<file path="src/rtl/hack_rom_loader_pkg.sv">
// Shared definitions for the boot ROM loader: parameter defaults, FSM states
// and the timer reload helper used by the sequencer.
package hack_rom_loader_pkg;

    localparam int DEFAULT_DATA_WIDTH  = 16;
    localparam int DEFAULT_WORD_COUNT  = 40;
    localparam int DEFAULT_SCK_HALF    = 2;
    localparam int DEFAULT_ACK_TIMEOUT = 1024;

    // Timer width bounds both SCK_HALF and ACK_TIMEOUT to 65536 cycles.
    localparam int TIMER_WIDTH = 16;
    localparam int COUNT_WIDTH = 16;

    typedef enum logic [2:0] {
        IDLE,
        FETCH,
        SCK_HI,
        SCK_LO,
        WAIT_ACK,
        ACK_LOW,
        DONE,
        ERROR
    } boot_state_t;

    // The timer expires when it reaches zero, so a phase of N cycles loads N-1.
    function automatic logic [TIMER_WIDTH-1:0] reload_value(input int cycles);
        return (cycles > 0) ? TIMER_WIDTH'(cycles - 1) : '0;
    endfunction

endpackage

</file>
<file path="src/rtl/rom_boot_timer.sv">
// Loadable down-counter shared by the two strobe phases and the ack timeout.
// The count saturates at zero and 'expired' is high while it sits there.
module rom_boot_timer
    import hack_rom_loader_pkg::*;
#(
    parameter int WIDTH = TIMER_WIDTH
)(
    input  logic             clk,
    input  logic             reset,
    input  logic             load,
    input  logic [WIDTH-1:0] load_value,
    output logic             expired
);

    logic [WIDTH-1:0] count;

    // Reload on request, otherwise count down and hold at zero.
    always_ff @(posedge clk or posedge reset) begin
        if (reset) begin
            count <= '0;
        end else if (load) begin
            count <= load_value;
        end else if (count != '0) begin
            count <= count - WIDTH'(1);
        end
    end

    assign expired = (count == '0);

endmodule

</file>
<file path="src/rtl/rom_boot_sequencer.sv">
// Streams WORD_COUNT words from a valid/ready source into the SoC ROM loader,
// one strobe and one ack handshake per word, holding the CPU in reset until
// the whole image has been written.
module rom_boot_sequencer
    import hack_rom_loader_pkg::*;
#(
    parameter int DATA_WIDTH  = DEFAULT_DATA_WIDTH,
    parameter int WORD_COUNT  = DEFAULT_WORD_COUNT,
    parameter int SCK_HALF    = DEFAULT_SCK_HALF,
    parameter int ACK_TIMEOUT = DEFAULT_ACK_TIMEOUT
)(
    input  logic                  clk,
    input  logic                  reset,
    input  logic                  start,
    input  logic                  in_valid,
    input  logic [DATA_WIDTH-1:0] in_data,
    output logic                  in_ready,
    output logic                  rom_loader_load,
    output logic                  rom_loader_sck,
    output logic [DATA_WIDTH-1:0] rom_loader_data,
    input  logic                  rom_loader_ack,
    output logic                  hack_external_reset,
    output logic                  done,
    output logic                  error,
    output logic [15:0]           word_cnt
);

    localparam logic [TIMER_WIDTH-1:0]  SCK_RELOAD    = reload_value(SCK_HALF);
    localparam logic [TIMER_WIDTH-1:0]  ACK_RELOAD    = reload_value(ACK_TIMEOUT);
    localparam logic [COUNT_WIDTH:0]    WORD_TARGET   = (COUNT_WIDTH+1)'(WORD_COUNT);
    localparam logic                    EMPTY_SESSION = (WORD_COUNT == 0);

    boot_state_t            state;
    logic                   timer_load;
    logic [TIMER_WIDTH-1:0] timer_value;
    logic                   timer_expired;
    logic                   handshake;
    logic [COUNT_WIDTH:0]   next_cnt;
    logic                   more_words;

    assign handshake  = in_valid && in_ready;
    // One extra bit so the last-word comparison cannot wrap at 65535.
    assign next_cnt   = {1'b0, word_cnt} + (COUNT_WIDTH+1)'(1);
    assign more_words = (next_cnt < WORD_TARGET);

    rom_boot_timer #(
        .WIDTH      (TIMER_WIDTH)
    ) u_timer (
        .clk        (clk),
        .reset      (reset),
        .load       (timer_load),
        .load_value (timer_value),
        .expired    (timer_expired)
    );

    // Restart the timer on every entry into a timed state, using the same
    // conditions that move the FSM into that state.
    always_comb begin
        timer_load  = 1'b0;
        timer_value = '0;
        case (state)
            FETCH: begin
                if (handshake) begin
                    timer_load  = 1'b1;
                    timer_value = SCK_RELOAD;
                end
            end
            SCK_HI: begin
                if (timer_expired) begin
                    timer_load  = 1'b1;
                    timer_value = SCK_RELOAD;
                end
            end
            SCK_LO: begin
                if (timer_expired) begin
                    timer_load  = 1'b1;
                    timer_value = ACK_RELOAD;
                end
            end
            WAIT_ACK: begin
                if (rom_loader_ack) begin
                    timer_load  = 1'b1;
                    timer_value = ACK_RELOAD;
                end
            end
            default: begin
                timer_load  = 1'b0;
                timer_value = '0;
            end
        endcase
    end

    // Session FSM with all outputs registered alongside the state.
    always_ff @(posedge clk or posedge reset) begin
        if (reset) begin
            state               <= IDLE;
            in_ready            <= 1'b0;
            rom_loader_load     <= 1'b0;
            rom_loader_sck      <= 1'b0;
            rom_loader_data     <= '0;
            hack_external_reset <= 1'b1;
            done                <= 1'b0;
            error               <= 1'b0;
            word_cnt            <= '0;
        end else begin
            case (state)
                IDLE, DONE, ERROR: begin
                    if (state == DONE) begin
                        hack_external_reset <= 1'b0;
                    end
                    if (start) begin
                        word_cnt            <= '0;
                        done                <= 1'b0;
                        error               <= 1'b0;
                        hack_external_reset <= 1'b1;
                        if (EMPTY_SESSION) begin
                            state           <= DONE;
                            rom_loader_load <= 1'b0;
                            done            <= 1'b1;
                        end else begin
                            state           <= FETCH;
                            rom_loader_load <= 1'b1;
                            in_ready        <= 1'b1;
                        end
                    end
                end
                FETCH: begin
                    if (handshake) begin
                        rom_loader_data <= in_data;
                        in_ready        <= 1'b0;
                        rom_loader_sck  <= 1'b1;
                        state           <= SCK_HI;
                    end
                end
                SCK_HI: begin
                    if (timer_expired) begin
                        rom_loader_sck <= 1'b0;
                        state          <= SCK_LO;
                    end
                end
                SCK_LO: begin
                    if (timer_expired) begin
                        state <= WAIT_ACK;
                    end
                end
                WAIT_ACK: begin
                    if (rom_loader_ack) begin
                        state <= ACK_LOW;
                    end else if (timer_expired) begin
                        state           <= ERROR;
                        rom_loader_load <= 1'b0;
                        rom_loader_sck  <= 1'b0;
                        error           <= 1'b1;
                    end
                end
                ACK_LOW: begin
                    if (!rom_loader_ack) begin
                        word_cnt <= next_cnt[COUNT_WIDTH-1:0];
                        if (more_words) begin
                            state    <= FETCH;
                            in_ready <= 1'b1;
                        end else begin
                            state           <= DONE;
                            rom_loader_load <= 1'b0;
                            done            <= 1'b1;
                        end
                    end else if (timer_expired) begin
                        state           <= ERROR;
                        rom_loader_load <= 1'b0;
                        rom_loader_sck  <= 1'b0;
                        error           <= 1'b1;
                    end
                end
                default: begin
                    state <= IDLE;
                end
            endcase
        end
    end

endmodule

</file>
<file path="config.mk">
export PLATFORM = sky130hd
export DESIGN_NAME = rom_boot_sequencer
export DESIGN_NICKNAME = d
export VERILOG_FILES = /design/src/rtl/hack_rom_loader_pkg.sv /design/src/rtl/rom_boot_timer.sv /design/src/rtl/rom_boot_sequencer.sv
export SDC_FILE = /design/constraint.sdc
export NUM_CORES = 1
export LEC_CHECK = 0
export ABC_CLOCK_PERIOD_IN_PS = 2950
export CORE_UTILIZATION = 53
export DETAILED_ROUTE_END_ITERATION = 12
export PLACE_DENSITY = 0.81
export SYNTH_ARGS = -nofsm -noshare
export SYNTH_HDL_FRONTEND = slang
export SYNTH_SLANG_ARGS = --single-unit
</file>
<file path="constraint.sdc">
create_clock -name clk -period 2.95 [get_ports clk]
set_input_delay 0.885 -clock clk [delete_from_list [all_inputs] [get_ports clk]]
set_output_delay 0.885 -clock clk [all_outputs]
set_load 0.05 [all_outputs]
</file>
==> results of run 1 <==
==> per-stage QoR <==
| stage | hold WS [ns] | setup slack, ns | power [uW] | utilization, % |
|---|---|---|---|---|
| detailed placement | 0.493 | 0.128 | 2640 | 68.5 |
| CTS | 0.505 | 0.296 | 3310 | 71.5 |
| finish | 0.501 | 0.288 | 3300 | 71.5 |
| floorplan | 0.497 | 0.385 | 2200 | - |
| global route | 0.506 | 0.174 | 3470 | 71.5 |
| global placement | 0.487 | 0.232 | 2600 | 68.5 |
==> report_power, final <==
part,total (uW),internal [uW],switching [uW]
logic,1400,554,851
clock network,652,353,299
registers,1250,1030,220
==> path summary, 6_finish.rpt <==
kind	depth (start not counted)	to	slack, ns	start
worst max-delay path	1	word_cnt[8]	0.29	word_cnt[8]$_DFFE_PP0P_
worst min-delay path	1	rom_loader_data[7]$_DFFE_PP0P_	0.50	rom_loader_data[7]$_DFFE_PP0P_
worst max register to register	6	rom_loader_load$_DFFE_PP0P_	0.35	u_timer.count[6]$_DFFE_PP0P_
worst min register to register	1	rom_loader_data[7]$_DFFE_PP0P_	0.50	rom_loader_data[7]$_DFFE_PP0P_
max in group asynchronous	3	hack_external_reset$_DFFE_PP1P_	1.73	reset
min in group asynchronous	3	word_cnt[11]$_DFFE_PP0P_	0.91	reset
==> cell usage in the layout, fill, tap and decap left out, types with 4 or more instances in the layout <==
cell type,synthesis,layout
clkbuf_1,17,5
dfrtp_1,56,56
o31ai_1,6,6
clkdlybuf4s50_1,0,58
mux2_2,16,16
o21ai_0,32,32
inv_1,9,8
nor2_1,31,31
nand2b_1,5,5
nor3_1,14,14
nand2_1,29,29
xor2_1,6,6
or3_1,9,9
a31oi_1,5,5
clkbuf_8,0,11
a21o_1,5,5
nand4_1,7,7
nand3_1,13,13
a21oi_1,18,18
nor2b_1,4,4
buf_4,0,10
nor4_1,12,12
xnor2_1,11,11
ha_1,4,4
==> Yosys cell counts, types with 4 or more instances <==
cell / count
a21o_1: 5
a21oi_1: 18
a31oi_1: 5
clkbuf_1: 17
dfrtp_1: 56
ha_1: 4
inv_1: 9
mux2_2: 16
nand2_1: 29
nand2b_1: 5
nand3_1: 13
nand4_1: 7
nor2_1: 31
nor2b_1: 4
nor3_1: 14
nor4_1: 12
o21ai_0: 32
o31ai_1: 6
or3_1: 9
xnor2_1: 11
xor2_1: 6
==> state kept, by name, summed over array words and instances (netlist names) <==
name	flops
rom_loader_data	16
u_timer.count	16
word_cnt	16
state	3
done	1
error	1
hack_external_reset	1
in_ready	1
rom_loader_load	1
rom_loader_sck	1
==> final cells by class <==
cell class	count	share of cell area, %
Multi-Input combinational cell	265	40.8
Sequential cell	57	35.2
Clock buffer	16	4.19
Tap cell	72	2.22
Inverter	10	0.925
Timing Repair Buffer	69	16.7
==> routing by layer <==
metal,vias up,track usage [%],routed length [um]
met1,1412,35.5,3470
met3,14,6.06,574
li1,1406,-,-
met2,128,41.0,3570
met4,0,12.0,145
met5,-,0,0
==> cells by family after synthesis <==
logic type	Yosys count	synth area share (%)
and+or+nand+nor	137	21.9
AOI/OAI and AO/OA	91	17.9
DFF	57	44.4
buffers and inverters	30	3.97
xor gates and xnor gates	17	4.64
muxes	16	5.61
adders and majority gates	4	1.56
==> reports/summary.txt, run 1 <==
Hold WC Path Type -> reg -> reg
Worst-path cell chain -> clkdlybuf4s50_1
I/O pins -> 59
RSZ-0062 raised after global routing -> no
Synth cell types -> 49
FFs w/ async S/R, synth -> 100%
Clk slew on worst S/H paths -> 0.07 ns
Highest-delay cell along the critical path -> clkdlybuf4s50_1
Leakage -> 0.00164 uW
Final Net Count -> 437
DRC viols -> 0
CTS resizes -> 0
Tcrit/Tclk final -> 90.2%
Syn-to-layout area delta -> 26.3%
Drt total wl -> 7.76 mm
Vias per cell -> 6.05
Chip height -> 79.8 um
CP Class -> reg -> out
Syn Inst Count -> 352
Max_cap viols -> 0
First-pass GRT wire length -> 13.0 mm
Critical path peak fanout -> 12
Final setup TNS -> 0 ns
Core area -> 5680 um2
Critical path buffers and inverters -> 1
CP arrival -> 1.78 ns
CTS Buffer Depth -> 2
Largest net degree at the start of global routing -> 58
Post-CTS Hold Fix Bufs -> 0
CTS root buffer -> clkbuf_8
DP HPWL -> 5.15 mm
Startpoint types -> flop
Placed Cells -> 473
GRT Residual Overflow -> 0
N_diodes -> 0
Minimum clock period -> 2.66 ns
Remaining antenna violation count -> 0
Initial antenna violation count -> 0
Die footprint -> 6380 um2
Setup bufs post-CTS -> 0
Yosys reg bits -> 57
Post-synth top area share -> 43.6%
Post-DP Area -> 3890 um2
Crit-path max cell delay -> 0.88 ns
Synth area leaders -> dfrtp_1 (44%), mux2_2 (5.6%), o21ai_0 (5.0%)
Worst Max-Slew Pin Slew -> 0.961 ns
Initial core utilization -> 56.6%
Port-buffer cells -> 58
Worst endpoint required time -> 2.07 ns
Gr usage total -> 26.6%
Clock Latency Late Sink -> 0.34 ns
Slew HR -> 35.7%
CP delay by family, top -> buffers and inverters
Drt wl/cell -> 15.9 um
1st-pass router iterations -> 7
Post-route insts no fill -> 489
Max-slew violation total from the final report -> 0
Mapped cell area -> 3210 um2
Yosys top cell by area -> dfrtp_1
FF+latch area -> 1430 um2
Routability Congestion -> 0.928
# fillers -> 429
Yosys warning total -> 0
Power density over the cells -> 814 nW/um2
Initial DRC Count -> 206
CP Capture Type -> primary output
Final Setup Violations -> 0
Footprint of the multi-input gates -> 1660 um2
Outcome -> finished clean
Main synth FF type -> dfrtp_1
CTS tree -> done
Syn_area_per_cell -> 9.12 um2
Post-Syn Nets -> 377
Htree depth -> 3
Layout cell share with drive strength beyond 1 -> 11.3%
Total number of vias -> 2960
Number of global-route vias before repair -> 2770
Worst VDD drop -> 0.000668 V
Clock sink count -> 57
Die Span X -> 79.8 um
Peak Freq -> 0.376 GHz
Final instance area -> 4060 um2
# rows -> 27
Setup Skew -> 0.0108 ns
CTS Buf Count -> 9
Final hold violation count -> 0
Sequential cell area fraction in the yosys report -> 44.4%
Number of synthesized flops with an enable pin -> 0
Note: power is estimated with default switching activity, not from simulation.
==> run 2: changes to the inputs <==
--- a/config.mk
+++ b/config.mk
@@ -9,6 +9,8 @@
 export CORE_UTILIZATION = 53
 export DETAILED_ROUTE_END_ITERATION = 12
 export PLACE_DENSITY = 0.81
+export RECOVER_POWER = 100
+export SETUP_SLACK_MARGIN = 0.3
 export SYNTH_ARGS = -nofsm -noshare
 export SYNTH_HDL_FRONTEND = slang
 export SYNTH_SLANG_ARGS = --single-unit
==> run 2 against run 1 <==
- worst setup slack worse by 0.011 ns
- flip-flop and latch count did not move
- combinational power down 3%
- non-clock buffer count stayed put
- fmax is 0.42% lower
- global-route usage stayed put
==> reports/summary.txt, run 2 (synthesized netlist as in run 1, its figures left out) <==
CP Capture Type -> flop
Clk slew on worst S/H paths -> 0.06 ns (about the same)
Peak Freq -> 0.374 GHz (-0.42%)
Total number of vias -> 2972 (+0.41%)
Sw frac -> 42.1% (+0.63 points)
Tcrit/Tclk final -> 90.6% (+0.38 points)
Leakage -> 0.00168 uW (+2.8%)
CTS Buffer Depth -> 2 (unchanged)
Largest net degree at the start of global routing -> 58 (unchanged)
Setup Skew -> 0.00909 ns (-0.00175 ns)
Layout cell share with drive strength beyond 1 -> 10.8% (-0.48 points)
Slew HR -> 4.79% (-31 points)
Comb pwr share -> 41.8% (-0.7 points)
Hold WC Path Type -> reg -> reg
CTS root buffer -> clkbuf_8
Highest-delay cell along the critical path -> or4_1
CTS Buf Count -> 9 (unchanged)
Worst setup path endpoint -> u_timer.count[8]$_DFFE_PP0P_
Final hold violation count -> 0 (unchanged)
Final setup TNS -> 0 ns (unchanged)
N_diodes -> 0 (unchanged)
Post-DP Area -> 3890 um2 (unchanged)
Chip height -> 79.8 um (unchanged)
Commonest non-fill, non-tap cells in the layout -> dfrtp_1 (56), dlygate4sd3_1 (37), o21ai_0 (32), nor2_1 (30), nand2_1 (29)
DRC viols -> 0 (unchanged)
# rows -> 27 (unchanged)
Final Setup Violations -> 0 (unchanged)
Placement Setup Slack -> 0.128 ns (unchanged)
Htree depth -> 3 (unchanged)
Reg power frac -> 38.1% (+0.4 points)
Drt total wl -> 7.85 mm (+1.1%)
Initial DRC Count -> 195 (-5.3%)
1st-pass router iterations -> 7 (unchanged)
Worst-path cell chain -> or4_4 > or4_1 > nor4_1 > a32oi_2 > o21a_1 > nor2_1
CP arrival -> 2.94 ns (+1.16 ns)
Routability Congestion -> 0.928 (unchanged)
Max_cap viols -> 0 (unchanged)
Most common cell after layout, fill and taps aside -> dfrtp_1
Clock Latency Late Sink -> 0.34 ns (about the same)
Vias per cell -> 6.08 (+0.41%)
CTS tree -> done
Worst Max-Slew Pin Slew -> 1.43 ns (+0.467 ns)
# fillers -> 439 (+2.3%)
Final Hold Slack -> 0.495 ns (-0.00549 ns)
Minimum clock period -> 2.67 ns (+0.0113 ns)
RSZ-0062 raised after global routing -> no
Core area -> 5680 um2 (unchanged)
Outcome -> finished clean
Critical path peak fanout -> 9 (-3)
NetSw -> 1370 uW (-0.10%)
Worst endpoint required time -> 3.22 ns (+1.15 ns)
Crit path from -> u_timer.count[6]$_DFFE_PP0P_
I/O pins -> 59 (unchanged)
CP Class -> reg -> reg
R2R Path Start -> u_timer.count[6]$_DFFE_PP0P_
Worst Slack Setup Final -> 0.277 ns (-0.0113 ns)
Remaining antenna violation count -> 0 (unchanged)
First-pass GRT wire length -> 13.0 mm (unchanged)
Internal -> 1880 uW (-2.7%)
PnR Total Power -> 3250 uW (-1.6%)
Port-buffer cells -> 58 (unchanged)
GRT Residual Overflow -> 0 (unchanged)
Clock sink count -> 57 (unchanged)
Worst VDD drop -> 0.000651 V (-2.6%)
Gr usage total -> 26.6% (unchanged)
Die Span X -> 79.8 um (unchanged)
Critical R2R Capture -> u_timer.count[8]$_DFFE_PP0P_
Clk pwr share -> 20.1% (+0.4 points)
Number of global-route vias before repair -> 2770 (unchanged)
Post-CTS Hold Fix Bufs -> 0 (unchanged)
Drt wl/cell -> 16.0 um (+1.1%)
Die footprint -> 6380 um2 (unchanged)
Final Net Count -> 437 (unchanged)
Reg2Reg Depth -> 6 (unchanged)
Final instance area -> 4030 um2 (-0.80%)
Startpoint types -> flop
Power density over the cells -> 807 nW/um2 (-0.81%)
Registers with the most flip-flops -> rom_loader_data x16, u_timer.count x16, word_cnt x16
Max-slew violation total from the final report -> 0 (unchanged)
Initial antenna violation count -> 0 (unchanged)
Crit-path max cell delay -> 0.60 ns (-0.28 ns)
Flop-to-flop setup slack -> 0.28 ns (-0.07 ns)
DP HPWL -> 5.15 mm (unchanged)
Initial core utilization -> 56.6% (unchanged)
Setup bufs post-CTS -> 0 (unchanged)
Syn-to-layout area delta -> 25.3%
-- run 2: changes by cell type in the layout (fill, tap and decap cells not counted), moves of 3 or more --
cell             previous run  this run
dlygate4sd3_1               0        37
clkdlybuf4s50_1            58        17
clkbuf_1                    5        11
buf_4                      10         7
-- run 2: power groups by stage --
stage	sequential [uW]	combinational [uW]	clock, uW
after floorplan	1660	540	0
after global placement	1240	1360	0
after detailed placement	1250	1390	0
after CTS	1240	1410	659
after global routing	1280	1450	689
final	1240	1360	654
-- run 2: worst min path at each step --
stage / startpoint / endpoint / slack [ns] / cells past startpoint
2_1_floorplan: u_timer.count[12]$_DFFE_PP0P_ / u_timer.count[12]$_DFFE_PP0P_ / 0.50 / 2
3_3_place_gp: rom_loader_data[8]$_DFFE_PP0P_ / rom_loader_data[8]$_DFFE_PP0P_ / 0.49 / 1
3_5_place_dp: rom_loader_data[7]$_DFFE_PP0P_ / rom_loader_data[7]$_DFFE_PP0P_ / 0.49 / 1
4_1_cts: rom_loader_data[6]$_DFFE_PP0P_ / rom_loader_data[6]$_DFFE_PP0P_ / 0.50 / 1
5_1_grt: rom_loader_data[6]$_DFFE_PP0P_ / rom_loader_data[6]$_DFFE_PP0P_ / 0.50 / 1
6_report: rom_loader_data[7]$_DFFE_PP0P_ / rom_loader_data[7]$_DFFE_PP0P_ / 0.50 / 1
-- run 2: critical path: cells and delay by family (launching register included) --
family	cells	cell delay (ns)
AND/OR/NAND/NOR	4	1.74
flip-flops	1	0.43
AO/OA/AOI/OAI	2	0.43
-- run 2: per-stage QoR --
| step | instances | util (%) |
|---|---|---|
| 2_1_floorplan | 352 | - |
| 3_3_place_gp | 473 | 68.5 |
| 3_5_place_dp | 473 | 68.5 |
| 4_1_cts | 489 | 71.5 |
| 5_1_grt | 489 | 70.9 |
| 6_report | 489 | 70.9 |
-- run 2: layer usage --
layer | GRT usage [%] | wire length (um)
met5 | 0 | 0
met3 | 6.06 | 571
met1 | 35.5 | 3470
met2 | 41.0 | 3640
met4 | 12.0 | 161
-- run 2: repair_timing --
| item | in CTS | in global routing |
|---|---|---|
| endpoints found under the hold margin | 0 | 0 |
| gates resized for setup | 1 | 7 |
| endpoints found under the setup margin | 1 | 19 |
-- run 2: area by class of cell --
type | instances | area [um2] | share of cell area, %
inverter | 10 | 37.5 | 0.933
sequential | 57 | 1430 | 35.5
clock buffer | 16 | 170 | 4.23
timing repair buffer | 69 | 629 | 15.6
multi-input combinational | 265 | 1670 | 41.5
tap | 72 | 90.1 | 2.24
